**src/rtl/ntt_stage_ctrl.sv**
```systemverilog
// rtl/ntt_stage_ctrl.sv - Stage/butterfly sequencer for the 256-point Kyber NTT/INTT datapath.
module ntt_stage_ctrl #(
  parameter int PIPE_DRAIN  = 6,
  parameter int MUL_LATENCY = 4
) (
  input  logic       clk,
  input  logic       rst,
  input  logic       i_start,
  input  logic       i_sel,
  input  logic       i_hold,
  output logic       o_busy,
  output logic       o_done,
  output logic       o_e,
  output logic       o_last_e,
  output logic       o_sel,
  output logic [7:0] o_addr_up,
  output logic [7:0] o_addr_dn,
  output logic [6:0] o_zeta_idx,
  output logic [2:0] o_stage
);

  typedef enum logic [2:0] {
    S_IDLE,
    S_RUN,
    S_DRAIN,
    S_FLUSH,
    S_DONE
  } state_t;

  localparam bit         NO_DRAIN   = (PIPE_DRAIN == 0);
  localparam logic [4:0] DRAIN_LAST = 5'(NO_DRAIN ? 0 : PIPE_DRAIN - 1);
  // FLUSH holds one cycle beyond F so the done pulse lands in the DONE state itself.
  localparam logic [4:0] FLUSH_NTT  = 5'(PIPE_DRAIN);
  localparam logic [4:0] FLUSH_INTT = 5'(PIPE_DRAIN + MUL_LATENCY);

  state_t     state_q, state_d;
  logic [2:0] s_q, s_d;
  logic [6:0] b_q, b_d;
  logic [4:0] cnt_q, cnt_d;

  logic       busy_q, busy_d;
  logic       done_q, done_d;
  logic       e_q, e_d;
  logic       last_e_q, last_e_d;
  logic       sel_q, sel_d;
  logic [7:0] addr_up_q, addr_up_d;
  logic [7:0] addr_dn_q, addr_dn_d;
  logic [6:0] zeta_q, zeta_d;
  logic [2:0] stage_q, stage_d;

  logic       issue;
  logic       iss_sel;
  logic [2:0] iss_s;
  logic [6:0] iss_b;
  logic [2:0] log_len;
  logic [3:0] grp_shift;
  logic [7:0] len;
  logic [7:0] b_ext;
  logic [7:0] grp;
  logic [7:0] up;

  always_comb begin
    state_d   = state_q;
    s_d       = s_q;
    b_d       = b_q;
    cnt_d     = cnt_q;
    busy_d    = busy_q;
    done_d    = 1'b0;
    e_d       = 1'b0;
    last_e_d  = 1'b0;
    sel_d     = sel_q;
    addr_up_d = addr_up_q;
    addr_dn_d = addr_dn_q;
    zeta_d    = zeta_q;
    stage_d   = stage_q;
    issue     = 1'b0;
    iss_sel   = sel_q;
    iss_s     = s_q;
    iss_b     = b_q;

    unique case (state_q)
      S_IDLE: begin
        busy_d = 1'b0;
        if (i_start) begin
          // Butterfly (0,0) is issued on the accepting edge so o_e rises with o_busy.
          busy_d  = 1'b1;
          sel_d   = i_sel;
          iss_sel = i_sel;
          iss_s   = 3'd0;
          iss_b   = 7'd0;
          issue   = 1'b1;
          s_d     = 3'd0;
          b_d     = 7'd1;
          cnt_d   = 5'd0;
          state_d = S_RUN;
        end
      end
      S_RUN: begin
        if (!i_hold) begin
          issue = 1'b1;
          if (b_q == 7'd127) begin
            b_d   = 7'd0;
            cnt_d = 5'd0;
            if (s_q == 3'd6) begin
              state_d = S_FLUSH;
            end else if (NO_DRAIN) begin
              s_d = s_q + 3'd1;
            end else begin
              state_d = S_DRAIN;
            end
          end else begin
            b_d = b_q + 7'd1;
          end
        end
      end
      S_DRAIN: begin
        if (cnt_q == DRAIN_LAST) begin
          state_d = S_RUN;
          s_d     = s_q + 3'd1;
          b_d     = 7'd0;
          cnt_d   = 5'd0;
        end else begin
          cnt_d = cnt_q + 5'd1;
        end
      end
      S_FLUSH: begin
        if (cnt_q == (sel_q ? FLUSH_INTT : FLUSH_NTT)) begin
          done_d  = 1'b1;
          state_d = S_DONE;
        end else begin
          cnt_d = cnt_q + 5'd1;
        end
      end
      S_DONE: begin
        busy_d  = 1'b0;
        state_d = S_IDLE;
      end
      default: state_d = S_IDLE;
    endcase

    // NTT shrinks len from 128 down to 2; INTT grows it from 2 up to 128.
    log_len   = iss_sel ? (iss_s + 3'd1) : (3'd7 - iss_s);
    grp_shift = {1'b0, log_len} + 4'd1;
    len       = 8'd1 << log_len;
    b_ext     = {1'b0, iss_b};
    grp       = b_ext >> log_len;
    up        = (grp << grp_shift) | (b_ext & (len - 8'd1));

    if (issue) begin
      e_d       = 1'b1;
      last_e_d  = (iss_s == 3'd6);
      stage_d   = iss_s;
      addr_up_d = up;
      addr_dn_d = up + len;
      zeta_d    = iss_sel ? ((7'd127 >> iss_s) - grp[6:0]) : ((7'd1 << iss_s) + grp[6:0]);
    end
  end

  always_ff @(posedge clk) begin
    if (rst) begin
      state_q   <= S_IDLE;
      s_q       <= '0;
      b_q       <= '0;
      cnt_q     <= '0;
      busy_q    <= 1'b0;
      done_q    <= 1'b0;
      e_q       <= 1'b0;
      last_e_q  <= 1'b0;
      sel_q     <= 1'b0;
      addr_up_q <= '0;
      addr_dn_q <= '0;
      zeta_q    <= '0;
      stage_q   <= '0;
    end else begin
      state_q   <= state_d;
      s_q       <= s_d;
      b_q       <= b_d;
      cnt_q     <= cnt_d;
      busy_q    <= busy_d;
      done_q    <= done_d;
      e_q       <= e_d;
      last_e_q  <= last_e_d;
      sel_q     <= sel_d;
      addr_up_q <= addr_up_d;
      addr_dn_q <= addr_dn_d;
      zeta_q    <= zeta_d;
      stage_q   <= stage_d;
    end
  end

  assign o_busy     = busy_q;
  assign o_done     = done_q;
  assign o_e        = e_q;
  assign o_last_e   = last_e_q;
  assign o_sel      = sel_q;
  assign o_addr_up  = addr_up_q;
  assign o_addr_dn  = addr_dn_q;
  assign o_zeta_idx = zeta_q;
  assign o_stage    = stage_q;

endmodule

```
**config.mk**
```make
export PLATFORM = sky130hd
export DESIGN_NAME = ntt_stage_ctrl
export DESIGN_NICKNAME = d
export VERILOG_FILES = /design/src/rtl/ntt_stage_ctrl.sv
export SDC_FILE = /design/constraint.sdc
export NUM_CORES = 1
export LEC_CHECK = 0
export CAP_MARGIN = 40
export CORE_AREA = 2 2 109 111
export DETAILED_ROUTE_END_ITERATION = 8
export DIE_AREA = 0 0 111 113
export GPL_ROUTABILITY_DRIVEN = 0
export HOLD_SLACK_MARGIN = 0.15
export PLACE_DENSITY = 0.61
export SYNTH_ARGS = -nofsm -noshare
export SYNTH_HDL_FRONTEND = slang
export SYNTH_SLANG_ARGS = --single-unit
```
**constraint.sdc**
```tcl
create_clock -name clk -period 6.34 [get_ports clk]
set_clock_uncertainty 0.15 [all_clocks]
set_input_delay 0.951 -clock clk [delete_from_list [all_inputs] [get_ports clk]]
set_output_delay 0.951 -clock clk [all_outputs]
set_load 0.03 [all_outputs]
```
* Word-level counts from Yosys, hierarchy flattened
Index checks and enable logic that the tools add are counted.
** Storage, ports and cells
- Register bits after elaboration :: 49
- Bits of input ports :: 5
- Output and inout bits :: 31
- Word-level logic and storage cells :: 93
** Cells by class
- $add $sub $neg :: 10
- Equality and inequality tests :: 15
- Shift-type cells :: 5
- Mux-type cells :: 35
- Bitwise logic cells :: 4
- Reduce and logical (&&, ||, !) cells :: 11
** Operators by type and width (number)
- $mux W7 :: 7
- $mux W3 :: 9
- $mux W5 :: 5
- $pmux W7 S3 :: 1
- $pmux W5 S4 :: 1
- $ne A2 B2 Y1 const B :: 6
- $pmux W3 S4 :: 1
- $reduce_and A5 Y1 :: 2
- $eq A3 B3 Y1 const B :: 3
- $add A8 B8 Y8 :: 1
- $and A7 B8 Y8 :: 1
- $or A8 B8 Y8 :: 1
- $shl A1 B3 Y8 const A :: 1
- $shl A8 B4 Y8 :: 1
- $shr A7 B3 Y8 :: 1
- $sub A8 B1 Y8 const B :: 1
- $add A7 B1 Y7 const B :: 1
- $add A7 B7 Y7 :: 1
- $eq A7 B7 Y1 const B :: 1
- $mux W1 :: 7
- $shl A1 B3 Y7 const A :: 1
- $shr A7 B3 Y7 const A :: 1
- $sub A7 B7 Y7 :: 1
- $add A3 B1 Y3 const B :: 2
- 18 further kinds :: 23

* Longest topological paths before layout
- Word-level depth :: 9
- Mapped depth :: 26
- Depth with buffers taken out :: 22

* Least setup slack after synthesis
Ideal clock, no wire load.
- Path kind :: in2reg
- From :: in i_start
- To :: reg zeta_q[6] (netlist: o_zeta_idx[6])
- Arrival :: 5124 ps
- Data required time :: 6087 ps
- Path slack :: 962 ps
- Stages :: 20
- Path through :: or4b_4 buf_6 clkbuf_1 nand2_1 inv_1 ha_1 inv_1 ha_1 nor2b_1 nor2_1 o211ai_1 nand2_1 fa_1 a211oi_1 o21bai_1 a21oi_1 nor2_1 o21a_1 o31a_1 a2111oi_2
** On the way
- Word-level cells in the longest chain between the ends :: 7
- Elaborated cells on any way between the ends :: 17
- Those cells by class :: 4 x add/sub; 3 x shift; 10 x mux
** RTL lines
- start, declared :: line 8 : input logic i_start,
- $mux W3
- $mux W3 :: line 81 : unique case (state_q)
- $sub A3 B3 Y3 or $add A3 B1 Y3 (tied branches) :: line 142 : log_len = iss_sel ? (iss_s + 3'd1) : (3'd7 - iss_s);
- $mux W3 :: line 142
- $shr A7 B3 Y8 :: line 146 : grp = b_ext >> log_len;
- $add A7 B7 Y7 or $sub A7 B7 Y7 (tied branches) :: line 155 : zeta_d = iss_sel ? ((7'd127 >> iss_s) - grp[6:0]) : ((7'd1 << iss_s) + grp[6:0]);
- $mux W7 :: line 155
- end signal, assigned :: line 186 : zeta_q <= zeta_d;
- end, declared :: line 48 : logic [6:0] zeta_q, zeta_d;
Parallel ways exist; a longest one is shown, timed or not.
A chain may end at the register's enable or synchronous reset.

* Final worst setup path
Same ends and word-level chain as after synthesis.

==> metrics <==
worst setup slack after layout 0.5321 ns; number of flops mapped to enable cells by yosys 0; combinational share of power 0.526; CTS buffer count 5; routed length per instance 14.94 um; Worst Path Class, Setup input port to flip-flop; outcome finished clean; Worst Path Arrival 5.85 ns; Post-Synthesis Cell Area 3910 um2; sort of element at the start of the critical path input port; Synth area leaders sky130_fd_sc_hd__dfxtp_1 25%, sky130_fd_sc_hd__ha_1 12%, sky130_fd_sc_hd__nor2_1 5.4%; post-detailed-routing wire length 10100 um; Synthesized Nets 547; placeable core region 11270 um2; number of synthesized register bits 49; overall routing resource usage 0.1623; power density relative to cell area 320.9 nW/um2; input/output buffers 35; classification of the worst-slack hold path flip-flop to flip-flop; pin count of the biggest net entering global routing 41; max-cap violations 0; clock transition at the registers of the reported paths 0.06 ns; # clock sinks 49; pre-CTS setup slack 0.3021 ns; number of instances in the synthesized netlist 503; measured slew at the worst slew-check pin 0.8049 ns; Min Hold Slack 0.3052 ns; worst endpoint required time 6.38 ns; antenna-violating nets left 0; internal power 817.6 uW; Critical path destination o_zeta_idx[6]$_SDFFE_PP0P_; standby leakage power 0.001846 uW; worst-case register-to-register setup slack 1.17 ns; portion of the post-synthesis area used by sequential elements 0.2509; clock root cell sky130_fd_sc_hd__clkbuf_16; Slew Limit Headroom 0.4627; ys flop type sky130_fd_sc_hd__dfxtp_1; height of the die 113 um; number of warnings printed during yosys synthesis 0; worst vdd ir 0.1804 mV; final setup vio count 0; Mean Syn Cell Area 7.773 um2; final hold vios 0; wire length of the first global-routing pass 16840 um; Switch Pwr 642.0 uW; worst-path maximum fanout 7; highest clock frequency the design can meet 172.2 MHz; fraction of synthesis flops using an asynchronous set or reset pin 0; Die Outline Area 12540 um2; violation count after the first detailed-route iteration 287; unrepaired setup endpoints after global routing no; layout cells sized above 1 0.07317; die outline width 111 um; detailed-route DRC error count 0; dominant cell by count in the synthesized netlist sky130_fd_sc_hd__nor2_1; R2R cell count 18; Clock power frac 0.177; Top Ports 36; Filler cells 1165; signed area change from the synthesized netlist to the final layout 16.32%; worst-skew pair later-pin latency 0.29 ns; total iterations of the first detailed-routing run 5; fraction of power spent switching nets 0.4398; post-cts hold buffer count 0; distinct cell type count after synthesis 69; Antenna Diode Count 0; setup fix buffers added after clock tree synthesis 0; area fraction of the dominant cell type after synthesis 0.2509; initial antenna violation count 0; number of placement rows 39; sequential cell fraction of total power 0.298; Worst R2R Start state_q[0]$_SDFFE_PP0P_; capturing element type of the critical path flip-flop; reg2reg end o_zeta_idx[6]$_SDFFE_PP0P_; top post-synthesis cells by count 56 x sky130_fd_sc_hd__nor2_1, 53 x sky130_fd_sc_hd__nand2_1, 49 x sky130_fd_sc_hd__dfxtp_1; number of global-route vias before repair 3470; final setup TNS 0 ns; overall via count from detail_route 3709; TritonCTS clock tree built; ratio of routed vias to standard cells 5.487; share of the core filled with cells in the final layout 0.4035; Tcrit/Tclk final 0.9161; cell taking the most area after synthesis sky130_fd_sc_hd__dfxtp_1; PostCTS Resize Cnt 0; nets 576; maximum root-to-sink buffer count 2; Slew Viols, Final 0; min cycle time layout 5.808 ns; overflow left after global routing 0; launching element of the worst setup path i_start; depth of the CTS H-tree 2; effective utilization at floorplan 0.3469; placed wire-length estimate 7813 um
[critical path, cell delays in order]
cell,delay (ns)
sky130_fd_sc_hd__clkdlybuf4s50_1,0.52
sky130_fd_sc_hd__or4b_4,0.52
sky130_fd_sc_hd__nand2_1,0.14
sky130_fd_sc_hd__inv_1,0.10
sky130_fd_sc_hd__ha_1,0.22
sky130_fd_sc_hd__inv_1,0.06
sky130_fd_sc_hd__ha_1,0.29
sky130_fd_sc_hd__nor2b_1,0.30
sky130_fd_sc_hd__nor2_1,0.16
sky130_fd_sc_hd__o211ai_1,0.27
sky130_fd_sc_hd__nand2_1,0.22
sky130_fd_sc_hd__fa_1,0.52
sky130_fd_sc_hd__a211oi_1,0.30
sky130_fd_sc_hd__o21bai_1,0.12
sky130_fd_sc_hd__a21oi_1,0.25
sky130_fd_sc_hd__nor2_1,0.07
sky130_fd_sc_hd__o21a_1,0.20
sky130_fd_sc_hd__o31a_1,0.31
sky130_fd_sc_hd__a2111oi_2,0.31
[layout by cell type, fill, tap and decap left out, drive strengths merged, types with 5 or more instances in the layout]
cell type      netlist  final
mux2i                8      8
nor3                19     19
nor2                56     56
o21bai               6      6
nand2b              10     10
clkdlybuf4s50        0     35
nand3b               7      7
nor2b                6      6
and3                 5      5
dfxtp               49     49
a31oi                5      5
nand2               55     55
ha                  36     36
buf                 10     13
a211oi              17     17
xnor2               10     10
clkbuf              16      6
and2                 8      8
xor2                 8      8
o21ai               27     27
nand3               14     14
o211ai               5      5
a21oi               35     35
inv                 31     31
[power by group through the flow]
| stage | Sequential, uW | Combinational (uW) | Clock (uW) |
|---|---|---|---|
| after floorplan | 528 | 449 | 0 |
| after global placement | 439 | 759 | 0 |
| after detailed placement | 443 | 765 | 0 |
| final | 435 | 767 | 258 |
| after global routing | 445 | 842 | 279 |
| after CTS | 436 | 770 | 267 |
[cell families after synthesis]
logic type / Yosys count / synth area share
compound gates: 130 / 0.2291
xor+xnor: 18 / 0.04032
fa+ha+maj: 39 / 0.1306
buf+inv: 57 / 0.06240
flops: 49 / 0.2509
mux: 12 / 0.03392
simple gates: 198 / 0.2528
[flip-flops by register name, indices dropped and copies added, names as in the netlist]
signal      count
b_q             7
cnt_q           5
o_addr_dn       8
o_addr_up       8
o_busy          1
o_done          1
o_e             1
o_last_e        1
o_sel           1
o_stage         3
o_zeta_idx      7
s_q             3
state_q         3
[how the worst min path moves through the flow]
| stage | startpoint | cells past startpoint | endpoint |
|---|---|---|---|
| after detailed placement | o_addr_dn[4]$_SDFFE_PP0P_ | 2 | o_addr_dn[4]$_SDFFE_PP0P_ |
| after global routing | o_addr_dn[2]$_SDFFE_PP0P_ | 2 | o_addr_dn[2]$_SDFFE_PP0P_ |
| after CTS | o_addr_dn[4]$_SDFFE_PP0P_ | 2 | o_addr_dn[4]$_SDFFE_PP0P_ |
| after global placement | o_addr_dn[5]$_SDFFE_PP0P_ | 2 | o_addr_dn[5]$_SDFFE_PP0P_ |
| final | o_addr_dn[4]$_SDFFE_PP0P_ | 2 | o_addr_dn[4]$_SDFFE_PP0P_ |
| after floorplan | b_q[1]$_SDFFE_PP0P_ | 2 | b_q[1]$_SDFFE_PP0P_ |
[per-layer routing]
metal  track usage  up-vias  wire length (um)
met5             0        -                 0
met4       0.05750        0               229
met3       0.03535       23               666
met2        0.2671      138              4540
met1        0.2112     1709              4662
li1              -     1839                 -
[cell type report]
cell class / instances / area [um2] / share of cell area
Clock buffer: 6 / 128.9 / 0.02834
Clock inverter: 2 / 10.01 / 0.002201
Inverter: 31 / 116.4 / 0.02558
Multi-Input combinational cell: 397 / 2685 / 0.5904
Sequential cell: 49 / 980.9 / 0.2157
Tap cell: 143 / 178.9 / 0.03934
Timing Repair Buffer: 48 / 447.9 / 0.09849
[stage by stage]
stage / power, uW / instance area (um2) / cells
floorplan: 977.1 / 3910 / 503
global placement: 1198 / 4409 / 668
detailed placement: 1208 / 4409 / 668
CTS: 1473 / 4548 / 676
global route: 1565 / 4548 / 676
finish: 1460 / 4548 / 676
(Power assumes the default switching activity.)
